==> src/rtl/uart_pkg.sv <==
// uart_pkg: definitions shared by the UART TX and RX paths.
//   uart_state_e : frame FSM state encoding (same numbering as the RX FSM)
//   PAR_EVEN/ODD : values of the PAR_TYP configuration input
//   START_BIT/STOP_BIT : serial line levels for the framing bits
//   CNT_W        : width of the bit/stop counter (covers DATA_WIDTH up to 9)
package uart_pkg;

    typedef enum logic [2:0] {
        IDLE   = 3'd0,
        START  = 3'd1,
        DATA   = 3'd2,
        PARITY = 3'd3,
        STOP   = 3'd4
    } uart_state_e;

    localparam logic PAR_EVEN  = 1'b0;
    localparam logic PAR_ODD   = 1'b1;
    localparam logic START_BIT = 1'b0;
    localparam logic STOP_BIT  = 1'b1;

    localparam int CNT_W = 4;

endpackage

==> src/rtl/uart_tx_parity_calc.sv <==
// uart_tx_parity_calc: combinational parity generator, shared with the RX
// parity checker.
//   data    [WIDTH-1:0] in  : word to protect
//   par_typ             in  : PAR_EVEN (0) or PAR_ODD (1)
//   parity              out : bit that makes the total count of ones even/odd
module uart_tx_parity_calc
    import uart_pkg::*;
#(
    parameter int WIDTH = 8
) (
    input  logic [WIDTH-1:0] data,
    input  logic             par_typ,
    output logic             parity
);

    // Odd parity is the even-parity bit inverted.
    assign parity = (^data) ^ (par_typ == PAR_ODD);

endmodule

==> src/rtl/uart_tx_ctrl.sv <==
// uart_tx_ctrl: UART transmit frame sequencer, one serial bit per clk cycle.
// Frame: start bit, DATA_WIDTH data bits LSB first, optional parity, stop.
//   clk        in  : TX bit clock
//   rst        in  : asynchronous active-low reset
//   P_DATA     in  : parallel data, latched on accept
//   Data_Valid in  : request strobe, honoured only while idle
//   PAR_EN     in  : 1 = insert parity bit (latched on accept)
//   PAR_TYP    in  : 0 = even, 1 = odd (latched on accept)
//   TX_OUT     out : serial line, idle high, registered
//   busy       out : high while a frame is on the line, registered
//   tx_done    out : one-cycle pulse in the cycle after the last stop bit
// Build option: define UART_TX_STOP2_EN for two stop bits.
//
// state  | meaning
// -------+---------------------------------------------
// IDLE   | line high, waiting for Data_Valid
// START  | start bit on the line
// DATA   | data bit bit_cnt on the line
// PARITY | latched parity bit on the line
// STOP   | stop bit(s); bit_cnt counts down remaining stop cycles
module uart_tx_ctrl
    import uart_pkg::*;
#(
    parameter int DATA_WIDTH = 8
) (
    input  logic                  clk,
    input  logic                  rst,
    input  logic [DATA_WIDTH-1:0] P_DATA,
    input  logic                  Data_Valid,
    input  logic                  PAR_EN,
    input  logic                  PAR_TYP,
    output logic                  TX_OUT,
    output logic                  busy,
    output logic                  tx_done
);

`ifdef UART_TX_STOP2_EN
    localparam int STOP_BITS = 2;
`else
    localparam int STOP_BITS = 1;
`endif

    localparam logic [CNT_W-1:0] LAST_BIT  = CNT_W'(DATA_WIDTH - 1);
    localparam logic [CNT_W-1:0] STOP_LOAD = CNT_W'(STOP_BITS - 1);

    uart_state_e           state_q, state_d;
    logic [DATA_WIDTH-1:0] shift_q, shift_d;
    logic [CNT_W-1:0]      cnt_q, cnt_d;
    logic                  par_en_q, par_en_d;
    logic                  par_bit_q, par_bit_d;
    logic                  tx_out_d, busy_d, tx_done_d;
    logic                  par_calc;

    // Parity of P_DATA at the accept edge equals parity of the latched byte.
    uart_tx_parity_calc #(.WIDTH(DATA_WIDTH)) u_parity (
        .data    (P_DATA),
        .par_typ (PAR_TYP),
        .parity  (par_calc)
    );

    always_ff @(posedge clk or negedge rst) begin
        if (!rst) begin
            state_q   <= IDLE;
            shift_q   <= '0;
            cnt_q     <= '0;
            par_en_q  <= 1'b0;
            par_bit_q <= 1'b0;
            TX_OUT    <= STOP_BIT;
            busy      <= 1'b0;
            tx_done   <= 1'b0;
        end else begin
            state_q   <= state_d;
            shift_q   <= shift_d;
            cnt_q     <= cnt_d;
            par_en_q  <= par_en_d;
            par_bit_q <= par_bit_d;
            TX_OUT    <= tx_out_d;
            busy      <= busy_d;
            tx_done   <= tx_done_d;
        end
    end

    // Outputs are computed for the state being entered, so the line level
    // changes on the same edge as the state.
    always_comb begin
        state_d   = state_q;
        shift_d   = shift_q;
        cnt_d     = cnt_q;
        par_en_d  = par_en_q;
        par_bit_d = par_bit_q;
        tx_out_d  = STOP_BIT;
        busy_d    = 1'b0;
        tx_done_d = 1'b0;

        case (state_q)
            IDLE: begin
                if (Data_Valid) begin
                    state_d   = START;
                    shift_d   = P_DATA;
                    par_en_d  = PAR_EN;
                    par_bit_d = par_calc;
                    cnt_d     = '0;
                    tx_out_d  = START_BIT;
                    busy_d    = 1'b1;
                end
            end
            START: begin
                state_d  = DATA;
                tx_out_d = shift_q[0];
                shift_d  = shift_q >> 1;
                cnt_d    = '0;
                busy_d   = 1'b1;
            end
            DATA: begin
                busy_d = 1'b1;
                if (cnt_q == LAST_BIT) begin
                    if (par_en_q) begin
                        state_d  = PARITY;
                        tx_out_d = par_bit_q;
                    end else begin
                        state_d  = STOP;
                        tx_out_d = STOP_BIT;
                        cnt_d    = STOP_LOAD;
                    end
                end else begin
                    tx_out_d = shift_q[0];
                    shift_d  = shift_q >> 1;
                    cnt_d    = cnt_q + 1'b1;
                end
            end
            PARITY: begin
                state_d  = STOP;
                tx_out_d = STOP_BIT;
                cnt_d    = STOP_LOAD;
                busy_d   = 1'b1;
            end
            STOP: begin
                // Down-counter: terminal count zero ends the stop dwell.
                if (cnt_q == '0) begin
                    state_d   = IDLE;
                    tx_done_d = 1'b1;
                end else begin
                    cnt_d  = cnt_q - 1'b1;
                    busy_d = 1'b1;
                end
            end
            default: begin
                state_d = IDLE;
            end
        endcase
    end

endmodule

==> config.mk <==
export PLATFORM = sky130hd
export DESIGN_NAME = uart_tx_ctrl
export DESIGN_NICKNAME = d
export VERILOG_FILES = /design/src/rtl/uart_pkg.sv /design/src/rtl/uart_tx_parity_calc.sv /design/src/rtl/uart_tx_ctrl.sv
export SDC_FILE = /design/constraint.sdc
export NUM_CORES = 1
export LEC_CHECK = 0
export CORE_MARGIN = 1.5
export CORE_UTILIZATION = 53
export DETAILED_ROUTE_END_ITERATION = 10
export DONT_BUFFER_PORTS = 1
export GPL_TIMING_DRIVEN = 1
export PLACE_DENSITY = 0.71
export RECOVER_POWER = 50
export SLEW_MARGIN = 20
export SYNTH_ARGS = -nofsm -noshare
export SYNTH_HDL_FRONTEND = slang
export SYNTH_SLANG_ARGS = --single-unit
export TNS_END_PERCENT = 1
==> constraint.sdc <==
create_clock -name clk -period 1.5 [get_ports clk]
set_input_delay 0.375 -clock clk [delete_from_list [all_inputs] [get_ports clk]]
set_output_delay 0.375 -clock clk [all_outputs]
set_load 0.05 [all_outputs]
# --- Word-level counts from Yosys, hierarchy flattened ---
# Index checks and enable logic that the tools add are counted.
totals:
  register_bits: 20
  output_inout_bits: 3
  in_bits: 13
  wordCells: 55
op_classes:
  reduce_logical: 11
  n_addsub: 2
  n_mux: 22
  bitwise: 1
  n_eq_ne: 11
ops:
  columns: ["operator", "count"]
  rows:
  - ["8-bit case mux with 3 select lines", 1]
  - ["4-bit two-way mux", 4]
  - ["8-bit two-way mux", 2]
  - ["4-bit case mux with 4 select lines", 1]
  - ["3-bit case mux with 5 select lines", 1]
  - ["3-bit two-way mux", 4]
  - ["2-bit inequality test, second input constant", 5]
  - ["8-bit parity", 1]
  - ["1-bit two-way mux", 7]
  - ["3-bit by 2-bit equality test with 1-bit output, second input constant", 2]
  - ["1-bit case mux with 3 select lines", 2]
  - ["3-bit AND reduction", 2]
  - ["4-bit by 1-bit adder with 4-bit output, second input constant", 1]
  - ["4-bit by 3-bit equality test with 1-bit output, second input constant", 1]
  - ["4-bit zero test", 1]
  - ["4-bit AND reduction", 1]
  - ["4-bit nonzero test", 1]
  - ["4-bit by 1-bit subtractor with 4-bit output, second input constant", 1]
  - ["3-bit by 1-bit equality test with 1-bit output, second input constant", 1]
  - ["3-bit equality test, second input constant", 1]
  - ["3-bit zero test", 1]
  - ["3-bit inequality test, second input constant", 1]
  - ["3-bit nonzero test", 1]
  - ["3-bit OR reduction", 1]
  - ["other kinds (3)", 3]

# --- Depth between registers and ports, before layout ---
logic_depth:
  depth_word: 4
  depth_mapped: 7
  depth_no_buf: 7

# --- Modules after synthesis ---
# Synthesis repeated with hierarchy kept, for this count alone.
unflattened:
  hier_cells: 118
  area_unflattened_um2: 1285.0
by_module_without_submodules:
  columns: ["mod", "area_each_um2", "seq_area_each_um2", "instances", "cells_each"]
  rows:
  - ["uart_tx_ctrl", 1202.4, 501.7, 1, 111]
  - ["uart_tx_parity_calc", 82.6, 0.0, 1, 7]

# --- Worst setup path after synthesis ---
# Ideal clock, no wire load.
synth_path:
  kind: "register to register"
  start: "register cnt_q[0]"
  end: "register shift_q[3]"
  setup_ps: 73
  t_arrival_ps: 1537
  required_time_ps: 1427
  path_buffers: 1
  setup_slack_ps: -110
  stages_incl_launch_ff: 8
  synth_period_minus_slack_ps: 1610
  cell_sequence: "dfrtp_1 -> ha_1 -> and3b_1 -> o22a_2 -> nor2_8 -> buf_6 -> nor2_1 -> a21oi_2"
synth_via:
  elab_chain_cells: 3
synth_lines:
  columns: ["item", "line_no", "rtl"]
  rows:
  - ["from (decl)", "uart_tx_ctrl.sv:48", "logic [CNT_W-1:0] cnt_q, cnt_d;"]
  - ["from (signal assigned)", "uart_tx_ctrl.sv:74", "cnt_q <= cnt_d;"]
  - ["4-bit by 3-bit equality test with 1-bit output", "uart_tx_ctrl.sv:116", "if (cnt_q == LAST_BIT) begin"]
  - ["2-bit inequality test (no source line)", null, null]
  - ["3-bit AND reduction (no source line)", null, null]
  - ["to (signal assigned)", "uart_tx_ctrl.sv:73", "shift_q <= shift_d;"]
  - ["to (decl)", "uart_tx_ctrl.sv:47", "logic [DATA_WIDTH-1:0] shift_q, shift_d;"]
# No other way between the ends.
# A chain may end at the register's enable or synchronous reset.

# --- Worst setup path in the final report ---
layout_path:
  start: "register cnt_q[1]"
  end: "register shift_q[0]"
# Same word-level chain as after synthesis.

==> reports/qor.yml <==
outcome:
  run_status: "finished with violations"
  violations: "setup timing"
sta:
  fin_worst_skew_ns: 0.00517
  fmax_ghz: 0.641
  tns_ns: -0.499
  drv_slew: 0
  rsz0062_at_grt: "true"
  fin_crit_ns: 1.56
  slew_headroom: 0.396
  finalHoldViolations: 0
  finalSetupViolCount: 12
  worstMarginPinSlew_ns: 0.904
  worst_slack_ns: -0.0610
  fin_crit_sh: 1.04
floorplanning:
  die_h_um: 52.1
  die_w_um: 52.1
  start_util: 0.568
  coreArea_sq_um: 2250
  num_rows: 17
  die_area_sq_um: 2720
  ios: 16
synth:
  ys_ff_latch: 20
  synth.distinct_cells: 43
  synth_area_leaders: "dfrtp_1 (37%), mux2i_1 (7.0%), nor2_1 (5.0%)"
  synth_top_area_frac: 0.371
  syn_area_per_cell_sq_um: 9.85
  synth_edf_count: 0
  synth_top_area_cell: "dfrtp_1"
  yosys_warnings: 0
  yosys-top-cells-count: "dfrtp_1 (19), nor2_1 (17), mux2i_1 (9), nand2_1 (9)"
  synth-async-reset-ratio: 1.00
  synth_seq_area_share: 0.392
  syn_inst: 130
  syn_nets: 146
  synth_area_sq_um: 1280
  ys.flop_type: "dfrtp_1"
  yosysMostFrequentCell: "dfrtp_1"
clock_network:
  numClockSinks: 20
  clock_latency_ns: 0.32
  cts_root_buf: "clkbuf_4"
  cts_buffers: 3
  htreeDepth: 1
  max-clock-path-buffers: 2
  cts_tree: "built"
  clkTransAtPathRegs_ns: 0.13
critical_path:
  end_kind: "flop"
  rr_worst_depth: 5
  required_ns: 1.72
  worst_r2r_endpoint: "shift_q[0]"
  crit_type: "reg -> reg"
  regToRegSetupSlack_ns: -0.06
  worstSetupStartpointType: "flop"
  arrival_ns: 1.78
  path_max_fanout: 7
  r2r-start: "cnt_q[1]"
placement:
  hpwl_mm: 2.09
  place_congestion: 0.948
  port-buffer-count: 0
finish:
  nets: 176
  diodes: 0
  drive_gt1_frac: 0.409
  syn2layout_area_growth_pct: 30.4
power:
  leakagePower_nw: 0.722
  power.density_nw_per_um2: 2230
  ir_worst_vdd_mv: 1.36
  power_mw: 3.72
grt:
  grt_pass1_vias: 1046
  grt-ovfl-total: 0
  antenna_found_initial: 0
  grt_pass1_wl_mm: 4.69
  grt_max_degree: 21
  grtUsageTotal: 0.242
hold_path:
  min_to: "par_en_q"
  hold_depth: 2
  hold_class: "in -> reg"
  hp-start: "PAR_EN"
route:
  drt-vias-per-instance: 5.60
  vias: 1048
  avgRoutedWirePerCell_um: 16.3
  drcViolationCount: 0
  dr.pass1.iters: 4
  final_antenna_net_count: 0
  drt_iter0_drc: 16
  drt_wl_total_mm: 3.05
run:
  maxCapViolCount: 0
-- kinds of logic after synthesis --
| group | share of synthesized area |
|---|---|
| and+or+nand+nor | 0.208 |
| AOI/OAI and AO/OA | 0.190 |
| DFF | 0.392 |
| buffers and inverters | 0.0469 |
| muxes | 0.0792 |
| xor gates and xnor gates | 0.0547 |
| adders and majority gates | 0.0293 |
-- cell usage in the layout (no fill, tap or decap), types with 2 or more instances in the layout --
cell type  instances
nor3b_4            2
inv_1              2
a21oi_1            7
nor2_1            16
inv_2              2
nand2_1            6
xor2_1             2
a22o_1             2
nor2b_1            3
ha_1               2
dfrtp_2            4
nor2_4             2
mux2i_1            9
nand3b_1           2
a21oi_2            2
buf_4             27
buf_12             2
dfrtp_1           15
nand2_2            3
and2_1             2
o21ai_0            6
clkbuf_4           3
nor3_1             2
nand2b_1           3
xnor2_1            6
-- layer usage --
metal	wire, um	GRT usage	vias to the layer above
li1	-	-	518
met1	1360	0.318	485
met2	1470	0.382	36
met3	126	0.0316	9
met4	93	0.137	0
met5	0	0	-
-- critical path, stage by stage, from the launching register on --
cell and delay [ns]:
dfrtp_1 0.45, ha_2 0.22, and3b_2 0.22, o22a_4 0.27
nor2_4 0.20, a21oi_1 0.10
-- worst max path at each step --
stage / startpoint / to / slack (ns) / cells after the start
floorplan: cnt_q[0] / shift_q[3] / -0.03 / 7
global placement: state_q[1] / cnt_q[2] / -0.07 / 6
detailed placement: state_q[1] / cnt_q[2] / -0.10 / 6
CTS: state_q[1] / cnt_q[3] / -0.04 / 6
global route: cnt_q[1] / cnt_q[3] / -0.11 / 6
finish: cnt_q[1] / shift_q[0] / -0.06 / 5
-- sequential cells by signal (all words and copies together), names as in the netlist --
name       flops
state_q        3
par_bit_q      1
par_en_q       1
tx_done        1
TX_OUT         1
shift_q        8
cnt_q          4
busy           1
-- per-stage QoR --
stage / utilization / worst slack (ns) / hold slack, ns / instances / cell area, sq um
after floorplan: - / -0.0319 / 0.0794 / 130 / 1290
after global placement: 0.663 / -0.0737 / 0.0798 / 177 / 1490
after detailed placement: 0.663 / -0.100 / 0.0798 / 177 / 1490
after CTS: 0.716 / -0.0420 / 0.170 / 184 / 1610
after global routing: 0.740 / -0.113 / 0.175 / 187 / 1670
final: 0.740 / -0.0610 / 0.158 / 187 / 1670
-- report_power, final --
part           total, mW  leakage [nW]  internal [mW]  switching, mW
sequential          1.11         0.237          0.792          0.317
combinational       2.15         0.457           1.09           1.06
clock              0.468        0.0279          0.271          0.197
-- layout make-up --
class | count | area (sq um)
well taps | 28 | 35.0
repair buffers | 30 | 253
inverters | 4 | 15.0
clock buffers | 3 | 22.5
clock inverters | 1 | 30.0
flip-flops and latches | 20 | 507
fillers | 160 | 586
multi-input cells | 101 | 807
-- what timing repair did --
action,4_1_cts,5_1_grt
setup buffers,1,3
setup endpoints to repair,13,13
cloned,1,0
hold buffers,1,0
endpoints found under the hold margin,20,0
gates resized for setup,8,13
pin swaps,5,8
No activity file was read; power rests on OpenSTA's default activity.
